$ cat config.mk
export PLATFORM = sky130hd
export DESIGN_NAME = uart_tx_arb
export DESIGN_NICKNAME = d
export VERILOG_FILES = /design/src/rtl/uart_tx_arb.sv
export SDC_FILE = /design/constraint.sdc
export NUM_CORES = 1
export LEC_CHECK = 0
export ABC_AREA = 1
export CAP_MARGIN = 20
export CORE_ASPECT_RATIO = 1.5
export CORE_MARGIN = 2
export CORE_UTILIZATION = 46
export CTS_CLUSTER_DIAMETER = 200
export DETAILED_ROUTE_END_ITERATION = 10
export MAX_ROUTING_LAYER = met4
export PLACE_DENSITY = 0.85
export RECOVER_POWER = 50
export SYNTH_ARGS = -nofsm -noshare
export SYNTH_HDL_FRONTEND = slang
export SYNTH_SLANG_ARGS = --single-unit
$ cat constraint.sdc
create_clock -name clk -period 2.7 [get_ports clk]
set_input_delay 0.54 -clock clk [delete_from_list [all_inputs] [get_ports clk]]
set_output_delay 0.54 -clock clk [all_outputs]
set_load 0.01 [all_outputs]
$ cat src/rtl/uart_tx_arb.sv
`default_nettype none
// ============================================================================
// Module   : uart_tx_arb
// Brief    : Round-robin sequencer sharing one uart_tx among NUM_CH byte
//            sources, with packet locking and between-frame divisor updates.
// Revision : 1.0 - initial release
// ============================================================================
module uart_tx_arb #(
  parameter int NUM_CH      = 4,
  parameter int DATA_WIDTH  = 8,
  parameter int DEFAULT_CNT = 434,
  parameter int LOCK_TMO    = 1024
) (
  input  logic                         clk,
  input  logic                         rst_n,
  input  logic [NUM_CH-1:0]            req_valid,
  input  logic [NUM_CH*DATA_WIDTH-1:0] req_data,
  input  logic [NUM_CH-1:0]            req_last,
  output logic [NUM_CH-1:0]            req_ready,
  input  logic [15:0]                  cfg_cnt,
  output logic [15:0]                  uart_cnt,
  output logic                         uart_flag,
  output logic [DATA_WIDTH-1:0]        uart_data,
  input  logic                         uart_busy,
  output logic [$clog2(NUM_CH)-1:0]    grant_id,
  output logic                         locked,
  output logic                         ack_err
);

  localparam int c_IDW   = $clog2(NUM_CH);
  localparam int c_TMO_W = (LOCK_TMO > 1) ? $clog2(LOCK_TMO) : 1;
  localparam logic [c_TMO_W-1:0] c_TMO_LAST = (LOCK_TMO > 0) ? c_TMO_W'(LOCK_TMO - 1) : '0;
  localparam logic [c_IDW-1:0]   c_LAST_CH  = c_IDW'(NUM_CH - 1);

  typedef enum logic [1:0] {
    S_ARB       = 2'd0,
    S_LAUNCH    = 2'd1,
    S_WAIT_ACK  = 2'd2,
    S_WAIT_DONE = 2'd3
  } state_t;

  state_t                r_state, w_state_nxt;
  logic [c_IDW-1:0]      r_last_grant, r_grant_id;
  logic                  r_locked;
  logic [c_TMO_W-1:0]    r_idle;
  logic [1:0]            r_ack_cnt;
  logic [DATA_WIDTH-1:0] r_data;
  logic [15:0]           r_cnt;

  logic [NUM_CH-1:0]     w_cand;
  logic [c_IDW-1:0]      w_ptr, w_winner;
  logic                  w_found, w_accept, w_idle_tick, w_win_last;
  logic [DATA_WIDTH-1:0] w_byte;

  // A held packet lock narrows the candidate set to the locked channel
  always_comb begin
    w_cand = req_valid;
    if (r_locked) w_cand = req_valid & (NUM_CH'(1) << r_grant_id);
  end

  always_comb begin
    w_found  = 1'b0;
    w_winner = '0;
    w_ptr    = (r_last_grant == c_LAST_CH) ? '0 : r_last_grant + c_IDW'(1);
    for (int k = 0; k < NUM_CH; k++) begin
      if (!w_found && w_cand[w_ptr]) begin
        w_found  = 1'b1;
        w_winner = w_ptr;
      end
      w_ptr = (w_ptr == c_LAST_CH) ? '0 : w_ptr + c_IDW'(1);
    end
  end

  always_comb begin
    w_byte     = '0;
    w_win_last = 1'b0;
    for (int k = 0; k < NUM_CH; k++) begin
      if (w_winner == c_IDW'(k)) begin
        w_byte     = req_data[k*DATA_WIDTH +: DATA_WIDTH];
        w_win_last = req_last[k];
      end
    end
  end

  always_comb begin
    w_state_nxt = r_state;
    req_ready   = '0;
    w_accept    = 1'b0;
    ack_err     = 1'b0;
    case (r_state)
      S_ARB: begin
        if (!uart_busy && w_found) begin
          w_accept            = 1'b1;
          req_ready[w_winner] = 1'b1;
          w_state_nxt         = S_LAUNCH;
        end
      end
      S_LAUNCH:    w_state_nxt = S_WAIT_ACK;
      S_WAIT_ACK: begin
        if (uart_busy) begin
          w_state_nxt = S_WAIT_DONE;
        end else if (r_ack_cnt == 2'd3) begin
          ack_err     = 1'b1;
          w_state_nxt = S_ARB;
        end
      end
      S_WAIT_DONE: if (!uart_busy) w_state_nxt = S_ARB;
      default:     w_state_nxt = S_ARB;
    endcase
  end

  assign w_idle_tick = (LOCK_TMO != 0) && (r_state == S_ARB) && r_locked && !req_valid[r_grant_id];

  always_ff @(posedge clk or negedge rst_n) begin
    if (!rst_n) begin
      r_state      <= S_ARB;
      r_last_grant <= c_LAST_CH;
      r_grant_id   <= '0;
      r_locked     <= 1'b0;
      r_idle       <= '0;
      r_ack_cnt    <= '0;
      r_data       <= '0;
      r_cnt        <= 16'(DEFAULT_CNT);
    end else begin
      r_state <= w_state_nxt;
      // Divisor only moves while no frame is in flight; zero means keep
      if (r_state == S_ARB && cfg_cnt != 16'd0) r_cnt <= cfg_cnt;
      if (r_state == S_WAIT_ACK) r_ack_cnt <= r_ack_cnt + 2'd1;
      else                       r_ack_cnt <= '0;
      if (w_accept) begin
        r_data       <= w_byte;
        r_grant_id   <= w_winner;
        r_last_grant <= w_winner;
        r_locked     <= !w_win_last;
        r_idle       <= '0;
      end else if (w_idle_tick) begin
        if (r_idle == c_TMO_LAST) begin
          r_locked <= 1'b0;
          r_idle   <= '0;
        end else begin
          r_idle <= r_idle + c_TMO_W'(1);
        end
      end
    end
  end

  assign uart_flag = (r_state == S_LAUNCH);
  assign uart_cnt  = r_cnt;
  assign uart_data = r_data;
  assign grant_id  = r_grant_id;
  assign locked    = r_locked;

endmodule
`default_nettype wire

==> metrics, run 1 <==
share of the synthesized area in the top cell type 33.9%; Area contributors post-synth dfrtp_1, nand2_1, nand3_1; CTS Hold Bufs 0; final instance area about 4200 µm²; layout cells sized above 1 26.4%; FF-to-FF path depth 17; core area 5530 µm²; Async SR Flop Fraction 100%; Critical Path Slowest Stage Cell dfstp_2; pin count of the biggest net entering global routing 44; clock power share 8.9%; mapped cell area 2660 µm²; final-report setup violation count 4; Final #Nets 546; Max Cap Viol 1; Worst Setup SP r_last_grant[0]; initial core utilization 48.0%; top post-synthesis cells by count nand2_1, nand3_1, inv_1; DR iter-0 viols 202; Reg clk slew, reported paths 0.08 ns; Most common cell on crit path nand2_2; PD cells 1570 nW/µm²; worst path cell trace ha_4, nor2_4, nand3_2, nand2_4, nand2_2, nand2_2, nand2_2, nor2_4, nand2_2, nand2_2, inv_2, nand2_4, inv_2, nand2_2, nor2_1, buf_2; most numerous cell in the Yosys netlist nand2_1; Area Overhead vs Synth 58.9%; Crit. End Element output pin; grt ovf 0; number of vias per cell 5.39; clock sink total 43; DR vias 2,991; Leak slightly above 2 nW; Slew headroom -49.6%; initial antenna violation count 0; Final Max Slew Viols 44; Power Internal 3.35 mW; failing checks capacitance limit, slew limit, setup timing; VDD IR max 1.68 mV; CP arrival 2.35 ns; Final min period roughly 2.9 ns; hold crit path type reg -> reg; CTS H-tree depth 2; Yosys warning count 0; Worst Clk Skew 0.00369 ns; WHS 0.438 ns; gate count of the mapped netlist 366; Total GRT Usage 26.6%; Seq pwr share 17.5%; combinational fraction of design power 73.6%; global placer's final weighted congestion 0.943; Synthesized Nets roughly 430; TNS Setup -0.714 ns; Die Area 6410 µm²; drt wl/cell 15.6 µm; # DRC 0; CTS buffer count 5; clk_lat worst skew 0.29 ns; Reg2Reg Capture Point uart_data[5]; final WL between 8000 and 9000 µm; synth unique cells 33; Primary FF master, synth dfrtp_1; hold path start r_ack_cnt[0]; P_sw 3.29 mW; R2R Setup Slk 0.08 ns; post-detail-place hpwl 5620 µm; Highest Clock Rate 346 MHz; number of synthesized flops with an enable pin 0; CP max FO 7; unrepaired setup endpoints after global routing true; Final Worst Setup Slack -0.189 ns; clock buffer depth 2; Final Hold Violating Endpoints 0; FP Rows 33; post-synthesis sequential area ratio between 40% and 50%; Detail Route Antenna Nets 0; first-pass GRT wire length roughly 13,000 µm; clk root buf clkbuf_8; Worst-Margin Slew 2.24 ns; slowest stage delay, CP 0.39 ns; Hold Crit Endpoint r_ack_cnt[0]; final std cells w/o fill 555; post-synth top area cell dfrtp_1; crit share post-route 107%; Port Buffers 91; CTS tree yes; Crit Path Class reg -> out; Die Wd approximately 66 µm; syn avg cell area 7.26 µm²; Seq cells post-synth between 40 and 50; DR pass1 iterations 5; Switching Share 49.6%; status finished with violations; vias in the first global route 2,930; placed instance count around 540; Ports 92; height of the die 97.1 µm; Cell Area, Placed about 3700 µm²; CP Data Required Time 2.16 ns; diode count 0; hold depth 1; startpoint types flop; Reg2Reg Launch Point r_last_grant[0]
layer usage:
| metal | vias to the layer above | wire length, µm | global-route usage (%) |
|---|---|---|---|
| met1 | 1424 | 3190 | 28.9 |
| met4 | 0 | 346 | 11.3 |
| met2 | 115 | 4780 | 48.1 |
| li1 | 1420 | - | - |
| met5 | - | 0 | - |
| met3 | 32 | 359 | 2.32 |
through the flow:
step                worst slack, ns  util, %  power (mW)
finish                       -0.189     76.3        6.64
global route                 -0.337     76.3        7.09
CTS                          -0.132     73.2        6.01
detailed placement           -0.536     67.4        5.03
global placement             -0.474     67.4        4.94
floorplan                    0.0664        -        3.75
cell type report:
class / count / area (µm²)
inverters: 54 / 208
multi-input cells: 260 / 1600
flip-flops and latches: 43 / 1080
clock buffers: 6 / 72.6
fillers: 390 / 1310
well taps: 70 / 87.6
clock inverters: 2 / 60.1
repair buffers: 120 / 1110
timing repair:
action                                  in CTS  in global routing
gates cloned                                 0                  0
endpoints found under the setup margin       4                 24
pin swaps                                   13                 19
gates resized for setup                     51                 40
buffers inserted                             9                  5
cells by family after synthesis:
logic type,Yosys count,synth area share [%]
adder cells (fa/ha/maj),3,1.41
buffers and inverters,63,9.75
AND/OR/NAND/NOR,215,39.2
XOR/XNOR,3,0.989
flip-flops,43,40.8
AO/OA/AOI/OAI,39,7.82
registers in the layout, summed over array words and instances, names as in the netlist:
name,count
uart_cnt,16
grant_id,2
r_last_grant,2
locked,1
r_state,2
r_idle,10
r_ack_cnt,2
uart_data,8
worst max-delay path: cells and delay by family, from the launching register on:
| kind | cells | cell delay (ns) |
|---|---|---|
| AND/OR/NAND/NOR | 12 | 1.25 |
| flip-flops | 1 | 0.39 |
| buffers and inverters | 3 | 0.22 |
| adder cells (fa/ha/maj) | 1 | 0.17 |
layout by cell type, fill, tap and decap left out, types with 3 or more instances in the layout:
cell type        count
clkdlybuf4s50_1     82
nand2_1             74
inv_1               43
nand3_1             42
dfrtp_1             36
buf_4               29
nand2_2             24
o21ai_0             22
nor2_1              17
nand3_2             11
inv_2                9
nand3_4              9
nand4_1              9
dfstp_2              7
nand2_4              6
o21ai_1              6
a21oi_1              6
nor2_2               5
clkbuf_8             5
nor2_4               4
dlymetal6s2s_1       4
buf_2                4
nor3_1               3
or2_4                3
xor2_1               3
worst max path at each step:
stage | slack (ns) | cells after the start | end
2_1_floorplan | 0.07 | 11 | req_ready[0]
3_3_place_gp | -0.47 | 14 | req_ready[3]
3_5_place_dp | -0.54 | 14 | req_ready[3]
4_1_cts | -0.13 | 17 | req_ready[3]
5_1_grt | -0.34 | 16 | req_ready[2]
6_report | -0.19 | 16 | req_ready[3]
power by group through the flow:
stage	sequential [mW]	combinational, mW	clock, mW
2_1_floorplan	1.21	2.54	0
3_3_place_gp	1.13	3.80	0
3_5_place_dp	1.15	3.88	0
4_1_cts	1.15	4.27	0.593
5_1_grt	1.19	5.28	0.617
6_report	1.16	4.88	0.589
Note: power is estimated with default switching activity, not from simulation.
==> run 2: changes to the inputs <==
--- a/config.mk
+++ b/config.mk
@@ -9,11 +9,11 @@
 export CAP_MARGIN = 20
 export CORE_ASPECT_RATIO = 1.5
 export CORE_MARGIN = 2
-export CORE_UTILIZATION = 46
+export CORE_UTILIZATION = 33
 export CTS_CLUSTER_DIAMETER = 200
 export DETAILED_ROUTE_END_ITERATION = 10
 export MAX_ROUTING_LAYER = met4
-export PLACE_DENSITY = 0.85
+export PLACE_DENSITY = 0.65
 export RECOVER_POWER = 50
 export SYNTH_ARGS = -nofsm -noshare
 export SYNTH_HDL_FRONTEND = slang
==> run 2 against run 1 <==
The run still ends with capacitance limit, slew limit, setup timing left; hold slack improved by 0.013 ns; global-route usage fell by 7.6 points; cell area up 2.1%; maximum frequency increased by 1.1%; critical endpoint unchanged; largest power group unchanged.
==> metrics, run 2 (same netlist as run 1, synthesis figures left out) <==
initial core utilization 33.6%; diode count 0; clock buffer depth 2; GR Util met1 19.7%; Leak 2.05 nW; final-report setup violation count 4; CTS tree yes; grt ovf 0; Crit path buffers/inverters 3; DR vias 2,846; Total GRT Usage around a fifth; CP Data Required Time ~2.2 ns; Slew headroom -55.2%; status finished with violations; Switching Share 48.5%; most common cell after layout, fill and taps aside nand2_1; Seq pwr share between 15 and 20%; Port Buffers 91; CTS H-tree depth 2; VDD IR max 1.32 mV; combinational fraction of design power 72.7%; Final #Nets 556; Ports just over 90; Cell Area, Placed just under 4000 µm²; slowest stage delay, CP 0.38 ns; vias in the first global route 2,908; clock sink total 43; crit share post-route 106%; Fillers 786; Final Max Slew Viols 44; Most common cell on crit path nand2_2; GR Util met3 between 2 and 2.5%; DR pass1 iterations 4; area of the multi-input gates approximately 1600 µm²; worst path cell trace ha_4, nor2_4, nand3_2, nand2_2, nand2_2, nand2_2, nand2_2, nor2_4, nand2_2, nand2_2, inv_2, nand2_4, inv_2, nand2_2, nor2_2, buf_2; Die Wd 77.3 µm; Power Internal 3.34 mW; layout cells sized above 1 26.7%; post-detail-place hpwl 6130 µm; final WL between 8000 and 9000 µm; first-pass GRT wire length 13,200 µm; Reg area 1080 µm²; initial antenna violation count 0; DR iter-0 viols 168; FP Rows 40; Crit Path Class reg -> out; drt wl/cell 13.4 µm; global route hottest layer met2; Area Overhead vs Synth 62.3%; core area ~7900 µm²; Power Total 6.48 mW; Detail Route Antenna Nets 0; global placer's final weighted congestion 0.978; max reg flops 16; Critical Path Slowest Stage Cell dfstp_2; unrepaired setup endpoints after global routing true; clk root buf clkbuf_16; Final min period 2.86 ns; Highest Clock Rate roughly 350 MHz; Worst-Margin Slew 2.33 ns; pin count of the biggest net entering global routing 44; commonest cells after routing, fill and taps aside nand2_1, clkdlybuf4s50_1, inv_1; CP max FO 7; # DRC 0; final instance area 4310 µm²; Crit. End Element output pin; startpoint types flop; height of the die 114 µm; Final Worst Setup Slack -0.158 ns; PD cells 1500 nW/µm²; hold crit path type reg -> reg; Die Area 8800 µm²; Worst Clk Skew 0.00669 ns; failing checks capacitance limit, slew limit, setup timing; Final Hold Violating Endpoints 0; clk_lat worst skew 0.28 ns; GR Util met2 between 30% and 40%; Max Cap Viol 1; P_sw 3.14 mW; family with the most delay on the worst path simple AND/OR/NAND/NOR gates; number of vias per cell 4.74; CTS buffer count 5; Reg clk slew, reported paths approximately 0.06 ns; CP arrival between 2 and 2.5 ns; clock power share 9.5%
[run 2: cell types whose count changed in the layout (fill, tap and decap cells not counted), moves of 4 or more]
cell             previous run  this run
buf_4                      29        38
clkbuf_16                   0         5
clkbuf_8                    5         1
clkdlybuf4s50_1            82        74
dlygate4sd2_1               0         4
dlygate4sd3_1               0         8
dlymetal6s2s_1              4         0
inv_2                       9         5
[run 2: final timing paths]
kind | start | cells after the start | slack [ns] | end
max | r_last_grant[1] | 16 | -0.16 | req_ready[3]
min | r_ack_cnt[0] | 1 | 0.45 | r_ack_cnt[0]
max reg2reg | r_last_grant[1] | 18 | 0.12 | uart_data[7]
min reg2reg | r_ack_cnt[0] | 1 | 0.45 | r_ack_cnt[0]
max in group asynchronous | rst_n | 1 | 0.42 | r_idle[4]
min in group asynchronous | rst_n | 1 | 0.95 | uart_data[5]
[run 2: stage by stage]
stage / cells / TNS, ns / util (%) / hold WS [ns] / setup slack, ns
6_report: 600 / -0.523 / 54.5 / 0.451 / -0.158
2_1_floorplan: 366 / 0 / - / 0.244 / 0.0664
4_1_cts: 600 / -0.289 / 54.2 / 0.442 / -0.0907
5_1_grt: 600 / -2.22 / 54.5 / 0.460 / -0.278
3_5_place_dp: 581 / -2.46 / 48.8 / 0.445 / -0.594
3_3_place_gp: 581 / -2.31 / 48.8 / 0.425 / -0.568
[run 2: area by class of cell]
class	count	area share, %
tap	105	3.05
multi-input combinational	260	36.3
clock inverter	2	0.377
timing repair buffer	130	27.1
inverter	54	4.82
clock buffer	6	3.22
sequential	43	25.2
[run 2: what timing repair did]
action                                  4_1_cts  5_1_grt
pin swaps                                    21        7
endpoints found under the setup margin        4        8
setup buffers                                11        0
hold buffers                                  0        0
gates resized for setup                      71        8
cloned                                        0        0
[run 2: per-layer routing]
layer / wire length, µm / up-vias
met5: 0 / -
met2: 4520 / 57
met3: 189 / 19
li1: - / 1440
met4: 202 / 0
met1: 3120 / 1330
[run 2: power by group through the flow]
stage	logic [mW]	clock network, mW	registers (mW)
2_1_floorplan	2.54	0	1.21
3_5_place_dp	4.05	0	1.15
3_3_place_gp	4.01	0	1.14
4_1_cts	4.62	0.627	1.15
5_1_grt	5.15	0.661	1.19
6_report	4.71	0.617	1.15
